### src/rtl/seg_display_scheduler.sv
// seg_display_scheduler
//   Shares one 8-digit seven-segment display between NUM_SRC 32-bit requesters.
//   Round-robin arbitration holds each grant for DWELL_CYCLES clocks. A switch-driven
//   force override pins the display to one source. An independent scan engine walks
//   an active-low digit select and presents the matching hex nibble of show_info.
//
//   Ports
//     clk        in   rising-edge clock
//     rst_n      in   asynchronous reset, active low
//     req        in   [NUM_SRC]     level-sensitive request per source
//     src_data   in   [NUM_SRC*32]  source i value at [32*i+31:32*i]
//     force_en   in   override enable
//     force_sel  in   [SEL_W]       forced source index
//     gnt        out  [NUM_SRC]     one-hot grant, zero when idle
//     show_info  out  [32]          value currently displayed
//     sel_seg    out  [8]           digit select, active-low one-hot
//     digit      out  [4]           hex nibble for the selected digit
//
//   Build option SEG_SCHED_FREEZE_EN: show_info is captured once per grant
//   (and in FORCE only when force_sel changes) instead of tracking src_data live.
module seg_display_scheduler #(
    parameter int NUM_SRC      = 4,
    parameter int SEL_W        = 3,
    parameter int DWELL_CYCLES = 50000000,
    parameter int SCAN_DIV     = 100000
) (
    input  logic                   clk,
    input  logic                   rst_n,
    input  logic [NUM_SRC-1:0]     req,
    input  logic [NUM_SRC*32-1:0]  src_data,
    input  logic                   force_en,
    input  logic [SEL_W-1:0]       force_sel,
    output logic [NUM_SRC-1:0]     gnt,
    output logic [31:0]            show_info,
    output logic [7:0]             sel_seg,
    output logic [3:0]             digit
);
    localparam int PTR_W   = $clog2(NUM_SRC);
    localparam int DWELL_W = $clog2(DWELL_CYCLES);
    localparam int SCAN_W  = $clog2(SCAN_DIV);

    typedef enum logic [1:0] {IDLE, HOLD, FORCE} state_e;

    typedef struct packed {
        logic             found;
        logic [PTR_W-1:0] idx;
    } arb_t;

    state_e               state_q, state_d;
    logic [NUM_SRC-1:0]   gnt_q, gnt_d;
    logic [31:0]          show_q, show_d;
    logic [PTR_W-1:0]     rr_ptr_q, rr_ptr_d;
    logic [PTR_W-1:0]     gidx_q, gidx_d;
    logic [DWELL_W-1:0]   dwell_q, dwell_d;
    logic [SCAN_W-1:0]    scan_q, scan_d;
    logic [7:0]           sel_q, sel_d;
    logic [3:0]           digit_q, digit_d;
`ifdef SEG_SCHED_FREEZE_EN
    logic [SEL_W-1:0]     fsel_q, fsel_d;
`endif

    logic [31:0] src_arr [NUM_SRC];

    for (genvar i = 0; i < NUM_SRC; i++) begin : g_src
        assign src_arr[i] = src_data[32*i +: 32];
    end

    function automatic logic [PTR_W-1:0] next_idx(input logic [PTR_W-1:0] i);
        return (int'(i) == NUM_SRC - 1) ? '0 : i + 1'b1;
    endfunction

    // First requester found scanning start, start+1, ... modulo NUM_SRC.
    function automatic arb_t arbitrate(input logic [NUM_SRC-1:0] r,
                                       input logic [PTR_W-1:0]   start);
        arb_t             res;
        logic [PTR_W-1:0] p;
        res = '0;
        p   = start;
        for (int k = 0; k < NUM_SRC; k++) begin
            if (!res.found && r[p]) begin
                res.found = 1'b1;
                res.idx   = p;
            end
            p = next_idx(p);
        end
        return res;
    endfunction

    arb_t             arb_idle, arb_exp;
    logic             expire, released, force_ok, force_load, hold_load;
    logic [PTR_W-1:0] force_idx;

    always_comb begin
        state_d  = state_q;
        gnt_d    = gnt_q;
        show_d   = show_q;
        rr_ptr_d = rr_ptr_q;
        gidx_d   = gidx_q;
        dwell_d  = dwell_q;

        arb_idle  = arbitrate(req, rr_ptr_q);
        arb_exp   = arbitrate(req, next_idx(gidx_q));
        expire    = (state_q == HOLD) && (dwell_q == DWELL_W'(DWELL_CYCLES - 1));
        released  = (state_q == HOLD) && !req[gidx_q];
        force_ok  = int'(force_sel) < NUM_SRC;
        force_idx = PTR_W'(force_sel);
`ifdef SEG_SCHED_FREEZE_EN
        fsel_d     = force_en ? force_sel : fsel_q;
        force_load = (state_q != FORCE) || (force_sel != fsel_q);
        hold_load  = 1'b0;
`else
        force_load = 1'b1;
        hold_load  = 1'b1;
`endif

        if (force_en) begin
            // Override beats everything, but a grant ending on this edge still advances the pointer.
            state_d = FORCE;
            dwell_d = '0;
            if (expire || released) rr_ptr_d = next_idx(gidx_q);
            if (force_ok) begin
                gnt_d  = NUM_SRC'(1) << force_idx;
                gidx_d = force_idx;
                if (force_load) show_d = src_arr[force_idx];
            end else begin
                gnt_d  = '0;
                show_d = '0;
            end
        end else begin
            case (state_q)
                IDLE: begin
                    dwell_d = '0;
                    if (arb_idle.found) begin
                        state_d = HOLD;
                        gnt_d   = NUM_SRC'(1) << arb_idle.idx;
                        gidx_d  = arb_idle.idx;
                        show_d  = src_arr[arb_idle.idx];
                    end else begin
                        gnt_d  = '0;
                        show_d = '0;
                    end
                end
                HOLD: begin
                    if (released) begin
                        state_d  = IDLE;
                        gnt_d    = '0;
                        show_d   = '0;
                        dwell_d  = '0;
                        rr_ptr_d = next_idx(gidx_q);
                    end else if (expire) begin
                        rr_ptr_d = next_idx(gidx_q);
                        dwell_d  = '0;
                        // Back-to-back re-grant, no idle cycle in between.
                        if (arb_exp.found) begin
                            gnt_d  = NUM_SRC'(1) << arb_exp.idx;
                            gidx_d = arb_exp.idx;
                            show_d = src_arr[arb_exp.idx];
                        end else begin
                            state_d = IDLE;
                            gnt_d   = '0;
                            show_d  = '0;
                        end
                    end else begin
                        dwell_d = dwell_q + 1'b1;
                        if (hold_load) show_d = src_arr[gidx_q];
                    end
                end
                FORCE: begin
                    state_d  = IDLE;
                    gnt_d    = '0;
                    show_d   = '0;
                    dwell_d  = '0;
                    rr_ptr_d = PTR_W'((int'(force_sel) + 1) % NUM_SRC);
                end
                default: begin
                    state_d = IDLE;
                    gnt_d   = '0;
                    show_d  = '0;
                end
            endcase
        end
    end

    always_comb begin
        scan_d  = scan_q;
        sel_d   = sel_q;
        digit_d = digit_q;
        if (scan_q == SCAN_W'(SCAN_DIV - 1)) begin
            scan_d = '0;
            // A corrupted select pattern recovers to digit 0 instead of propagating.
            if ($countones(~sel_q) == 1) sel_d = {sel_q[6:0], sel_q[7]};
            else                         sel_d = 8'hFE;
            digit_d = '0;
            for (int j = 0; j < 8; j++) begin
                if (!sel_d[j]) digit_d = show_q[4*j +: 4];
            end
        end else begin
            scan_d = scan_q + 1'b1;
        end
    end

    always_ff @(posedge clk or negedge rst_n) begin
        if (!rst_n) begin
            state_q  <= IDLE;
            gnt_q    <= '0;
            show_q   <= '0;
            rr_ptr_q <= '0;
            gidx_q   <= '0;
            dwell_q  <= '0;
            scan_q   <= '0;
            sel_q    <= 8'hFE;
            digit_q  <= '0;
`ifdef SEG_SCHED_FREEZE_EN
            fsel_q   <= '0;
`endif
        end else begin
            state_q  <= state_d;
            gnt_q    <= gnt_d;
            show_q   <= show_d;
            rr_ptr_q <= rr_ptr_d;
            gidx_q   <= gidx_d;
            dwell_q  <= dwell_d;
            scan_q   <= scan_d;
            sel_q    <= sel_d;
            digit_q  <= digit_d;
`ifdef SEG_SCHED_FREEZE_EN
            fsel_q   <= fsel_d;
`endif
        end
    end

    assign gnt       = gnt_q;
    assign show_info = show_q;
    assign sel_seg   = sel_q;
    assign digit     = digit_q;

endmodule
### config.mk
export PLATFORM = sky130hd
export DESIGN_NAME = seg_display_scheduler
export DESIGN_NICKNAME = d
export VERILOG_FILES = /design/src/rtl/seg_display_scheduler.sv
export SDC_FILE = /design/constraint.sdc
export NUM_CORES = 1
export LEC_CHECK = 0
export CAP_MARGIN = 20
export CORE_AREA = 4 4 166 168
export CTS_BUF_LIST = sky130_fd_sc_hd__clkbuf_8
export DETAILED_ROUTE_END_ITERATION = 7
export DIE_AREA = 0 0 170 172
export PLACE_DENSITY = 0.67
export SLEW_MARGIN = 15
export SYNTH_ARGS = -nofsm -noshare
export SYNTH_HDL_FRONTEND = slang
export SYNTH_SLANG_ARGS = --single-unit
### constraint.sdc
create_clock -name clk -period 4.6 [get_ports clk]
set_input_delay 0.92 -clock clk [delete_from_list [all_inputs] [get_ports clk]]
set_output_delay 0.92 -clock clk [all_outputs]
set_load 0.03 [all_outputs]
After elaboration in Yosys (flattened, before gate mapping)
Cells that the tools add are included.
Widths: inputs -> output; s select.
{"block": "word_totals", "register_bits": 97, "latch_bits": 0, "ramBits": 0, "rom_bits": 0, "input_bits": 138, "output_inout_bits": 48, "mem_count": 0}
{"block": "op_classes", "n_addsub": 17, "n_mul": 0, "div_mod_pow": 0, "magnitude_cmp": 14, "n_eq_ne": 20, "shift": 3, "n_mux": 92, "n_bitwise": 5, "n_reduce_logical": 24}
{"op": "$mux 32", "count": 14}
{"op": "$bmux 32 s2", "count": 4}
{"op": "$mux 26", "count": 3}
{"op": "$pmux 32 s2", "count": 1}
{"op": "$mux 4", "count": 14}
{"op": "$pmux 26 s2", "count": 1}
{"op": "$mux 2", "count": 22}
{"op": "$lt 2x3->1 const B", "count": 9}
{"op": "$add 26x1->26 const B", "count": 1}
{"op": "$eq 26x26->1 const B", "count": 1}
{"op": "$mux 3", "count": 8}
{"op": "$bmux 1 s2", "count": 9}
{"op": "$add 17x1->17 const B", "count": 1}
{"op": "$eq 17x17->1 const B", "count": 1}
{"op": "$mux 17", "count": 1}
{"op": "$add 2x1->2 const B", "count": 8}
{"op": "$eq 2x1->1 const B", "count": 8}
{"op": "$mux 8", "count": 2}
{"op": "$ge 3x3->1 const B", "count": 4}
{"op": "$ne 3x3->1 const B", "count": 4}
{"op": "$not 2->3", "count": 4}
{"op": "$pmux 2 s2", "count": 3}
{"op": "$shl 1x2->4 const A", "count": 3}
{"op": "$mux 1", "count": 9}
{"op": "other kinds (18)", "count": 40}

Logic depth before layout (Yosys ltp)
{"block": "depth", "depth_word": 23, "depth_mapped": 14}

Worst setup path after synthesis
OpenSTA, ideal clock, no wires.
{"block": "synth_timing", "path_type": "register to register", "startpoint": "register sel_q[0], in the netlist sel_seg[0]", "endpoint": "register digit_q[0], in the netlist digit[0]", "setup_ps": 129, "arrival_ps": 3893, "required_time_ps": 4471, "slack_ps": 578, "stages_incl_launch_ff": 15, "path_buffers": 1, "path_cell_list": "dfrtp_1 fa_1 inv_1 fa_1 fa_1 ha_1 inv_1 fa_1 a211oi_1 mux2i_1 or2_2 buf_1 o21a_1 a221oi_1 o31ai_1"}
{"block": "synth_via", "elab_chain_cells": 15}
{"element": "start: declaration", "line_no": "56", "text": "logic [7:0] sel_q, sel_d;"}
{"element": "start signal: assignment", "line_no": "224", "text": "sel_q <= sel_d;"}
{"element": "$not 8->8", "line_no": "191", "text": "if ($countones(~sel_q) == 1) sel_d = {sel_q[6:0], sel_q[7]};"}
{"element": "$add 1x1->2 (implied by the code)", "line_no": "191"}
{"element": "$add 2x2->3 (implied by the code)", "line_no": "191"}
{"element": "$add 3x3->4 (implied by the code)", "line_no": "191"}
{"element": "$eq 4x1->1", "line_no": "191"}
{"element": "$mux 8 (*)", "line_no": "191"}
{"element": "$mux 8 (*)", "line_no": "188", "text": "if (scan_q == SCAN_W'(SCAN_DIV - 1)) begin"}
{"element": "$mux 4 (7 in series)", "line_no": "195", "text": "if (!sel_d[j]) digit_d = show_q[4*j +: 4];"}
{"element": "$mux 4 (*)", "line_no": "195"}
{"element": "end signal: assignment", "line_no": "225", "text": "digit_q <= digit_d;"}
{"element": "end: declaration", "line_no": "57", "text": "logic [3:0] digit_q, digit_d;"}
Mark *: on every way between the ends. The rest lies on a longest branch, timed or not. The select of a mux whose other input is x is not followed.
A chain may end at the register's enable or synchronous reset.

Final worst setup path
{"block": "layout_timing", "startpoint": "register sel_q[1], in the netlist sel_seg[1]", "endpoint": "register digit_q[2], in the netlist digit[2]"}
The elaborated chain is that of the path after synthesis.

==> out/results.txt <==
required time of the critical path: 4.87 ns
Setup Crit Path Kind: flip-flop to flip-flop
total track usage: 0.2525
Layout area overhead: 21.57%
DRT iter0 DRCs: 1345
RSZ-0062 raised after global routing: false
count of input and output buffers: 185
routability cong.: 0.9000
WL/cell: 24.08 um
Synth area leader: dfrtp_1
PostCTS Resize Cnt: 0
power per cell area: 509.4 mW/mm^2
post-synthesis adder-cell area fraction: 0.02106
Die Y: 172 um
worst hold path type: flip-flop to flip-flop
clock tree buffer depth: 2
top_reg_cell synth: dfrtp_1
# H-tree levels: 3
first-pass GRT wire length: 58560 um
fmax: 244.9 MHz
Synth top cells by count: nand2_1 (138), dfrtp_1 (90), nor2_1 (74)
Tcrit/Tclk final: 0.8878
cts bufs inserted: 9
post-synth top area share: 0.2179
Layout Cells excl Fill: 1594
Hold Buf Count CTS: 0
IO Count: 186
CTS Root Cell: clkbuf_8
sequential fraction of the synthesis area: 0.2357
setup violators final: 0
outcome: complete, no violations
mux share of post-synthesis cell area: 0.1928
clk_skew: 0.01022 ns
number of flops mapped to enable cells by yosys: 0
Final min period: 4.084 ns
ys async rst share: 1.000
post-DP HPWL: 25710 um
Syn Area/Cell: 9.020 um^2
top cells by area, synth: dfrtp_1 (22%), mux4_2 (14%), nand2_1 (5.0%)
CTS clk-pin slew, worst paths: 0.10 ns
placed cells: 1576
crit path capture type: flip-flop
antenna viol nets, final: 0
CTS tree: yes
worst-path fanout max: 10
vias: 10770
count leader, synth: nand2_1
Filler cells: 2417
Max-Cap Viols: 0
simple-gate share of the synthesized area: 0.1456
Initial Utilization: 0.3990
Synth Cell Area: 0.01034 mm^2
Leakage: 4.853 nW
die area: 0.02924 mm^2
Synth Area in Compound Gates: 0.3153
share of layout cells above drive strength 1: 0.1431
Synth cell types: 80
Cells after Synth: 1146
Chip Width: 170 um
Fin. Hold Viols: 0
setup bufs post-CTS: 0
Row Count: 59
Synthesis Warnings: 0
Slew headroom: 0.3378
flops & latches, synth: 97
Worst-Skew Late Latency: 0.40 ns
hold slack: 0.4972 ns
Slew @ Worst Pin: 0.9933 ns
total core area: 0.02591 mm^2
Final Power: 6.402 mW
startpoint types: flip-flop
Setup TNS: 0 ns
maximum VDD drop: 0.4170 mV
vias in the first global route: 10260
residual DRC count: 0
Syn Nets: 1299
largest net degree at the start of global routing: 72
CTS sink cnt: 97
first drt pass iteration count: 5
final core utilization: 0.4850
main combinational cell family by area after synthesis: compound AO/OA/AOI/OAI gates
Vias/cell: 6.754
total grt overflow: 0
NumNets Final: 1406
Worst Path Arrival: 4.36 ns
initial antenna violation count: 1
Routed Wire Length: 38380 um
Final Max Tran Viols: 0
Synth Area in XOR/XNOR: 0.01186
==> logic make-up after synthesis <==
kind of cell / after synthesis
adder cells (fa/ha/maj): 15
buffers and inverters: 174
AND/OR/NAND/NOR: 323
XOR/XNOR: 14
multiplexers: 114
AO/OA/AOI/OAI: 409
flip-flops: 97
==> final timing paths <==
check | cells after the start | startpoint | end | slack [ns]
min in group asynchronous | 1 | rst_n | dwell_q[8]$_DFFE_PN0P_ | 0.68
max reg2reg | 13 | sel_seg[1]$_DFFE_PN1N_ | digit[2]$_DFFE_PN0N_ | 0.52
max | 13 | sel_seg[1]$_DFFE_PN1N_ | digit[2]$_DFFE_PN0N_ | 0.52
max in group asynchronous | 2 | rst_n | gnt[1]$_DFFE_PN0P_ | 3.01
min reg2reg | 1 | scan_q[4]$_DFF_PN0_ | scan_q[4]$_DFF_PN0_ | 0.50
min | 1 | scan_q[4]$_DFF_PN0_ | scan_q[4]$_DFF_PN0_ | 0.50
==> placed cells by master (no fill, tap or decap), drive strengths merged, types with 23 or more instances in the layout <==
cell             n
mux4            66
nor2            74
inv             56
o31a            33
a21o            39
a221oi          37
nand3           32
buf             35
mux2i           40
o32a            33
a221o           32
dfrtp           90
a21oi           23
clkdlybuf4s50  182
o211ai          35
a211oi          32
nand2          138
o21ai           86
==> worst max-delay path, cell delays in order (launching register included) <==
cell	delay (ns)
dfstp_2	0.65
fa_1	0.44
inv_1	0.07
fa_1	0.42
fa_1	0.50
ha_1	0.17
inv_1	0.06
fa_1	0.38
a211oi_1	0.22
mux2i_1	0.11
or2_2	0.38
o21a_1	0.21
a221oi_1	0.23
o31ai_1	0.12
==> power by group <==
group | switching, mW | internal [mW]
combinational | 2.73 | 1.79
clock | 0.335 | 0.315
sequential | 0.230 | 1.00
total | 3.29 | 3.11
==> stage by stage <==
step | setup WS (ns) | cell area, um^2
6_report | 0.5161 | 12570
5_1_grt | 0.2798 | 12570
4_1_cts | 0.5024 | 12540
3_5_place_dp | 0.5415 | 12320
3_3_place_gp | 0.5804 | 12320
2_1_floorplan | 0.5778 | 10340
==> registers in the layout (all words and copies together) (netlist names) <==
name	count
show_info	32
dwell_q	26
scan_q	17
sel_seg	8
digit	4
gnt	4
gidx_q	2
rr_ptr_q	2
state_q	2
==> per-layer routing <==
| metal | global-route usage | routed length (um) | part of all wire | vias up |
|---|---|---|---|---|
| met5 | 0 | 0 | 0 | - |
| met4 | 0.08333 | 886 | 0.023 | 0 |
| met3 | 0.04527 | 4358 | 0.11 | 91 |
| met2 | 0.3962 | 17840 | 0.46 | 748 |
| met1 | 0.3552 | 15300 | 0.40 | 5265 |
| li1 | - | - | - | 4662 |
==> area by class of cell <==
cell class | instances | area (um^2) | area share
tap | 335 | 419.2 | 0.03335
timing repair buffer | 217 | 2125 | 0.1691
sequential | 97 | 2437 | 0.1939
clock inverter | 6 | 76.32 | 0.006073
antenna | 1 | 2.502 | 0.0001991
inverter | 53 | 198.9 | 0.01583
clock buffer | 10 | 137.6 | 0.01095
multi-input combinational | 875 | 7171 | 0.5706
No activity file was read; power rests on OpenSTA's default activity.
